===== config.mk =====
export PLATFORM = sky130hd
export DESIGN_NAME = uart_tx_feeder
export DESIGN_NICKNAME = d
export VERILOG_FILES = /design/src/rtl/uart_pkg.sv /design/src/rtl/uart_sync_fifo.sv /design/src/rtl/uart_tx_feeder.sv
export SDC_FILE = /design/constraint.sdc
export NUM_CORES = 1
export LEC_CHECK = 0
export CAP_MARGIN = 20
export CORE_UTILIZATION = 54
export CTS_CLUSTER_SIZE = 25
export DETAILED_ROUTE_END_ITERATION = 8
export GPL_TIMING_DRIVEN = 0
export PLACE_DENSITY = 0.75
export SLEW_MARGIN = 10
export SYNTH_ARGS = -nofsm -noshare
export SYNTH_HDL_FRONTEND = slang
export SYNTH_SLANG_ARGS = --single-unit

===== constraint.sdc =====
create_clock -name i_clk -period 2.8 [get_ports i_clk]
set_input_delay 0.84 -clock i_clk [delete_from_list [all_inputs] [get_ports i_clk]]
set_output_delay 0.84 -clock i_clk [all_outputs]
set_load 0.005 [all_outputs]

===== src/rtl/uart_pkg.sv =====
// Shared definitions for the UART transmit path: drain FSM states, default
// data width and a constant-evaluable ceiling log2.
package uart_pkg;

  localparam int unsigned L_DEFAULT = 8;

  typedef enum logic [2:0] {
    IDLE  = 3'b000,
    LOAD  = 3'b001,
    START = 3'b010,
    WAIT  = 3'b011,
    GAP   = 3'b100
  } state_t;

  function automatic int unsigned clog2(input int unsigned value);
    int unsigned result;
    int unsigned rem;
    result = 0;
    rem    = (value > 0) ? value - 1 : 0;
    while (rem > 0) begin
      result = result + 1;
      rem    = rem >> 1;
    end
    return result;
  endfunction

endpackage


===== src/rtl/uart_sync_fifo.sv =====
// Single-clock show-ahead FIFO; one extra pointer bit separates full from empty.
module uart_sync_fifo
  import uart_pkg::*;
#(
  parameter  int unsigned L     = L_DEFAULT,
  parameter  int unsigned DEPTH = 16,
  localparam int unsigned AW    = clog2(DEPTH)
) (
  input  logic          clk,
  input  logic          rst,
  input  logic          wr,
  input  logic [L-1:0]  wr_data,
  input  logic          rd,
  output logic [L-1:0]  rd_data,
  output logic          full,
  output logic          empty,
  output logic [AW:0]   count
);

  logic [L-1:0] mem [DEPTH];
  logic [AW:0]  wptr;
  logic [AW:0]  rptr;
  logic         do_wr;
  logic         do_rd;

  // full/empty come from the registered pointers, so a same-cycle pop never frees room for a write
  assign do_wr = wr && !full;
  assign do_rd = rd && !empty;

  always_ff @(posedge clk or posedge rst) begin
    if (rst) begin
      wptr <= '0;
      rptr <= '0;
    end else begin
      if (do_wr) wptr <= wptr + 1'b1;
      if (do_rd) rptr <= rptr + 1'b1;
    end
  end

  // NOTE: storage has no reset; clearing the pointers is what discards the contents.
  always_ff @(posedge clk) begin
    if (do_wr) mem[wptr[AW-1:0]] <= wr_data;
  end

  assign rd_data = mem[rptr[AW-1:0]];
  assign empty   = (wptr == rptr);
  assign full    = (wptr[AW] != rptr[AW]) && (wptr[AW-1:0] == rptr[AW-1:0]);
  assign count   = wptr - rptr;

endmodule


===== src/rtl/uart_tx_feeder.sv =====
// Byte queue in front of the UART transmitter: buffers producer writes and
// drains them one frame at a time over the i_we/o_busy handshake.
module uart_tx_feeder
  import uart_pkg::*;
#(
  parameter  int unsigned L     = L_DEFAULT,
  parameter  int unsigned DEPTH = 16,
  parameter  int unsigned TO    = 1024,
  localparam int unsigned CW    = clog2(DEPTH) + 1
) (
  input  logic          i_clk,
  input  logic          i_rst,
  input  logic          i_wr,
  input  logic [L-1:0]  i_wr_data,
  output logic          o_full,
  output logic          o_empty,
  output logic [CW-1:0] o_count,
  output logic          o_overflow,
  input  logic          i_tx_busy,
  output logic          o_tx_we,
  output logic [L-1:0]  o_tx_data,
  output logic          o_active
);

  localparam int unsigned    WW      = clog2(TO) + 1;
  localparam logic [WW-1:0]  WD_LAST = WW'(TO - 1);

  state_t        state;
  logic [WW-1:0] wd_cnt;
  logic [L-1:0]  head;
  logic          pop;

  // The head leaves the queue only once the transmitter has visibly taken it.
  assign pop = (state == START) && i_tx_busy;

  uart_sync_fifo #(
    .L     (L),
    .DEPTH (DEPTH)
  ) u_fifo (
    .clk     (i_clk),
    .rst     (i_rst),
    .wr      (i_wr),
    .wr_data (i_wr_data),
    .rd      (pop),
    .rd_data (head),
    .full    (o_full),
    .empty   (o_empty),
    .count   (o_count)
  );

  // NOTE: all state here uses non-blocking assignments so every branch sees pre-edge values.
  always_ff @(posedge i_clk or posedge i_rst) begin
    if (i_rst) begin
      state     <= IDLE;
      o_tx_we   <= 1'b0;
      o_tx_data <= '0;
      wd_cnt    <= '0;
    end else begin
      case (state)
        IDLE: begin
          o_tx_we <= 1'b0;
          if (!o_empty) state <= LOAD;
        end
        LOAD: begin
          o_tx_data <= head;
          o_tx_we   <= 1'b1;
          wd_cnt    <= '0;
          state     <= START;
        end
        START: begin
          if (i_tx_busy) begin
            state <= WAIT;
          end else if (wd_cnt == WD_LAST) begin
            // Transmitter never answered: keep the byte queued and retry from IDLE.
            o_tx_we <= 1'b0;
            state   <= IDLE;
          end else begin
            wd_cnt <= wd_cnt + 1'b1;
          end
        end
        WAIT: begin
          if (!i_tx_busy) begin
            o_tx_we <= 1'b0;
            state   <= GAP;
          end
        end
        GAP: begin
          state <= IDLE;
        end
        default: begin
          o_tx_we <= 1'b0;
          state   <= IDLE;
        end
      endcase
    end
  end

  always_ff @(posedge i_clk or posedge i_rst) begin
    if (i_rst) o_overflow <= 1'b0;
    else       o_overflow <= i_wr && o_full;
  end

  assign o_active = (state != IDLE);

endmodule


Yosys cells after proc, flatten, opt, wreduce, memory -nomap -nowiden
Memory sizes are Yosys's and may differ from the RTL's. A register that Yosys moved wholly into a read port is not among the register bits.
Cells that the tools add are included.
Widths: inputs -> output; s select.
{ "classes": {"muxes": 14, "n_bitwise": 1, "eq_ne": 14, "addsub": 4, "reduce_logical": 13} }
{ "ops": {"columns": ["op", "count"], "rows": [
  ["$mux 11", 2],
  ["$pmux 11 s2", 1],
  ["$mux 3", 4],
  ["$pmux 3 s4", 1],
  ["$add 11x1->11 const B", 1],
  ["$eq 11x10->1 const B", 1],
  ["$add 5x1->5 const B", 2],
  ["$ne 2x2->1 const B", 4],
  ["$eq 3x2->1 const B", 2],
  ["$reduce_and 3->1", 2],
  ["$eq 5x5->1", 1],
  ["$logic_and 1x1->1", 5],
  ["$mux 1", 5],
  ["$sub 5x5->5", 1],
  ["$eq 4x4->1", 1],
  ["$pmux 1 s4", 1],
  ["$reduce_and 4->1", 1],
  ["$eq 3x1->1 const B", 1],
  ["$eq 3x3->1 const B", 1],
  ["$logic_not 3->1", 1],
  ["$ne 3x2->1 const B", 1],
  ["$reduce_bool 3->1", 1],
  ["$logic_not 1->1", 2],
  ["$ne 2x1->1 const B", 1],
  ["other kinds (3)", 3]
]} }
{ "word_totals": {"ramBits": 128, "in_bits": 12, "reg_bits": 26, "elab_cells": 53, "n_memories": 1, "output_inout_bits": 18} }
{ "memory_table": {"columns": ["memory", "depth", "width", "read_ports", "rd_ports_with_merged_regs", "write_ports", "line", "rtl"], "rows": [
  ["u_fifo.mem", 16, 8, 1, 1, 1, "uart_sync_fifo.sv:20", "logic [L-1:0] mem [DEPTH];"]
]} }

Longest topological paths before layout
{ "logic_depth": {"depth_word": 6, "depth_mapped": 7, "depth_no_buf": 7} }

By module
A second synthesis with hierarchy kept.
{ "hier_totals": {"cells_unflattened": 405, "area_unflattened_um2": 6886.6} }
{ "by_module_without_submodules": {"columns": ["mod", "seq_area_each_um2", "n_inst", "area_per_inst_um2", "cells_per_inst"], "rows": [
  ["uart_sync_fifo", 4093.9, 1, 5691.7, 299],
  ["uart_tx_feeder", 600.6, 1, 1194.9, 106]
]} }

Least setup slack after synthesis
OpenSTA, ideal clock, no wires.
{ "synth_timing": {"path_kind": "reg-to-reg", "startpoint": "reg u_fifo.rptr[1]", "endpoint": "mem u_fifo.mem[2][0] in the netlist's numbering (enable)", "arrival_time_ps": 2310, "setup_slack_ps": 96, "path_stages_with_launch": 7, "required_ps": 2405, "cell_sequence": "dfrtp_1 > buf_1 > inv_1 > ha_1 > nand4_1 > o21ai_1 > nor4_1"} }
{ "synth_between": {"elab_chain_cells": 6} }
{ "synth_rtl": {"columns": ["element", "line", "rtl"], "rows": [
  ["from (decl)", "uart_sync_fifo.sv:22", "logic [AW:0] rptr;"],
  ["from (signal assigned)", "uart_sync_fifo.sv:36", "if (do_rd) rptr <= rptr + 1'b1;"],
  ["$eq 4x4->1", "uart_sync_fifo.sv:47", "assign full = (wptr[AW] != rptr[AW]) && (wptr[AW-1:0] == rptr[AW-1:0]);"],
  ["$logic_and 1x1->1", "uart_sync_fifo.sv:47", null],
  ["$logic_not 1->1", "uart_sync_fifo.sv:27", "assign do_wr = wr && !full;"],
  ["$logic_and 1x1->1", "uart_sync_fifo.sv:27", null],
  ["$mux 1", "uart_sync_fifo.sv:42", "if (do_wr) mem[wptr[AW-1:0]] <= wr_data;"],
  ["$mux 1 (implied by the code)", "uart_sync_fifo.sv:42", null],
  ["to (decl)", "uart_sync_fifo.sv:20", null]
]} }
No other way between the ends.

Worst setup path in the final report
{ "layout_timing": {"startpoint": "reg u_fifo.wptr[0]", "endpoint": "out o_count[4]"} }
{ "layout_between": {"elab_chain_cells": 1} }
{ "layout_rtl": {"columns": ["element", "line", "rtl"], "rows": [
  ["from (decl)", "uart_sync_fifo.sv:21", "logic [AW:0] wptr;"],
  ["from (signal assigned)", "uart_sync_fifo.sv:35", "if (do_wr) wptr <= wptr + 1'b1;"],
  ["$sub 5x5->5", "uart_sync_fifo.sv:48", "assign count = wptr - rptr;"],
  ["to (decl)", "uart_tx_feeder.sv:17", "output logic [CW-1:0] o_count,"]
]} }
No other way between the ends.

==> results.tsv <==
metric	value	unit
outcome	complete, but fails checks	
failing checks	negative setup slack	
clock tree sinks	162	
Site Rows	40	
CP Data Required Time	1960	ps
syn_nets	445	
largest net degree at the start of global routing	35	
Synth Area in Compound Gates	5.74	%
Die Wd	114	um
met2 WL	7.35	mm
number of global-route vias before repair	4001	
hold buffers post-CTS	0	
sequential fraction of the synthesis area	69.0	%
setup ws final	-80.0	ps
Critical Path Source Type	flop	
root buffer cell	clkbuf_16	
Leakage	2.90	nW
CP Class	flop to output port	
via count	3946	
area post-placement	0.00735	mm2
Yosys reg bits	162	
post-route ant nets	0	
final WL	14.5	mm
fin area	0.00812	mm2
syn_area_per_cell	16.1	um2
Post-Synth Adder-Cell Area	2.13	%
detailed-router iteration count before antenna repair	5	
simple-gate area share of the yosys netlist	7.86	%
initial antenna violation count	0	
met3 routed WL	789	um
Setup crit end kind	output port	
largest cells by area after synthesis	edfxtp_1, dfrtp_1, mux4_2	
Clk Latency, worst-skew pair	420	ps
area delta synth->final	19.4	%
CTS tree	done	
DRC viols	0	
first-pass GRT wire length	22.4	mm
Final Max Slew Viols	0	
Nets	506	
DR WL/cell	21.8	um
worst slack, placed	-804	ps
Max-Cap Viols	0	
total track usage	24.2	%
Final min period	2880	ps
core footprint	0.0122	mm2
fraction of layout cells with a size suffix above 1	21.8	%
highest metal used	met4	
Fin. Hold Viols	0	
TNS Setup	-80.0	ps
Clock transition at path regs	60	ps
Synth cell types	49	
Final Setup Violations	1	
M1 wire length	6.18	mm
Worst slew margin	50.3	%
DIE AREA	0.0130	mm2
n_diodes	0	
Max Root-Sink Buffers	2	
Synthesis Warnings	0	
main combinational cell family by area after synthesis	multiplexers	
Crit path arrival time	2040	ps
drt first-iter violations	384	
period utilization	103	%
Worst Hold Class	flop to flop	
Final Hold Slack	493	ps
P per Cell Area	1070	mW/mm2
Ports	30	
CP Max Fanout	2	
GP Congestion	0.831	
Worst VDD drop	571	uV
synthesized instance count	422	
routed vias/inst	5.94	
share of Yosys cell area claimed by the top area cell type	56.5	%
Final Core Density	66.8	%
Die Span Y	114	um
post-synthesis mux area share	11.1	%
starting density of the core	55.9	%
post-synthesis cell area	0.00680	mm2
worst-margin pin slew	743	ps
RSZ-0062 raised after global routing	true	
Post-DP HPWL	9.13	mm
Buffers on Ports	29	
fmax	0.347	GHz
xor/xnor share of the synthesized area	1.80	%
clock buffer count from CTS	17	
largest area contributor in the netlist	edfxtp_1	
H-tree lvl count	4	
grt ovf	0	
skew final	8.43	ps
-- critical path, stage by stage, from the launching register on --
cell and delay (ps):
dfrtp_1 390, inv_2 70, ha_1 140, inv_1 60, fa_2 350, a21o_1 180
a21oi_2 150, xnor2_1 130, buf_2 140
-- power by group --
| part | switching [W] | leakage (nW) | internal (W) | total [W] |
|---|---|---|---|---|
| Clock | 0.000987 | 0.304 | 0.00143 | 0.00242 |
| Combinational | 0.00165 | 1.01 | 0.00139 | 0.00304 |
| Sequential | 0.000208 | 1.58 | 0.00299 | 0.00319 |
| Total | 0.00285 | 2.90 | 0.00581 | 0.00865 |
-- flip-flops by register name, summed over array words and instances, names as in the netlist --
register and count:
u_fifo.mem 128, wd_cnt 11, o_overflow 1, o_tx_we 1, u_fifo.rptr 5, u_fifo.wptr 5, o_tx_data 8, state 3
-- area by class of cell --
class                           count  area (um2)
Sequential cell                   162        4700
Fill cell                         802        4040
Multi-Input combinational cell    225        2030
Clock buffer                       17         425
Timing Repair Buffer               43         379
Tap cell                          168         210
Clock inverter                     15         200
Buffer                             17         111
Inverter                           17        63.8
-- cell usage in the layout (no fill, tap or decap), drive strengths merged, types with 7 or more instances in the layout --
master and n:
mux2i 27, nand2 16, ha 10, a22oi 11, nor4 8, buf 28, clkbuf 22, nand4 7
inv 23, a21oi 13, o22ai 7, o21ai 8, nor2 20, mux4 21, a211oi 8, dfrtp 34
clkdlybuf4s50 23, edfxtp 128, xnor2 11, nand3 11
-- cell families (layout without fill, tap and decap cells) --
group | after synthesis | in the layout
compound gates | 57 | 57
xor+xnor | 14 | 14
fa+ha+maj | 11 | 11
buf+inv | 35 | 109
flops | 162 | 162
mux | 49 | 49
simple gates | 94 | 94
-- layer usage --
layer | vias to the layer above | GRT usage, %
met4 | 0 | 8.92
met2 | 131 | 39.6
met3 | 15 | 5.88
met1 | 2025 | 31.8
li1 | 1775 | -
met5 | - | 0
-- per-stage QoR --
step / cells / total power [W]
final: 664 / 0.00865
after CTS: 663 / 0.00865
after floorplan: 422 / 0.00501
after detailed placement: 623 / 0.00608
after global routing: 664 / 0.00904
after global placement: 619 / 0.00596
-- what timing repair did --
item / in CTS / in global routing
setup endpoints to repair: 130 / 83
pin swaps: 2 / 1
endpoints found under the hold margin: 0 / 0
buffers inserted: 9 / 1
resized for setup: 33 / 6
-- worst paths after layout --
path | start | endpoint | slack (ps) | cells after the start
min in group asynchronous | i_rst | state[1] | 860 | 2
max | u_fifo.wptr[0] | o_count[4] | -80 | 8
max in group asynchronous | i_rst | u_fifo.rptr[1] | 1430 | 2
max reg2reg | u_fifo.rptr[3] | u_fifo.mem[10][3] | 130 | 9
min reg2reg | wd_cnt[8] | wd_cnt[8] | 490 | 1
min | wd_cnt[8] | wd_cnt[8] | 490 | 1
-- synthesized netlist by cell type (all sizes together) --
cell type    n
mux2i       27
a22oi       11
mux2         1
and4         1
or3          3
nand3b       1
a21oi       13
xor2         3
buf         12
fa           1
nor3b        2
nor2        20
inv         17
o31ai        1
nand2b       2
and2         5
o311ai       1
dfrtp       34
a211oi       8
o22ai        7
edfxtp     128
a31oi        2
o21ai        8
a2111oi      1
ha          10
or4b         1
mux4        21
a21o         2
clkbuf       6
and3         5
nand4        7
nand2       16
xnor2       11
or3b         1
o41ai        2
or4          1
nand3       11
nor2b        3
o211a        1
nor3         6
nor4         8
nor4b        1
Note: power is estimated with default switching activity, not from simulation.
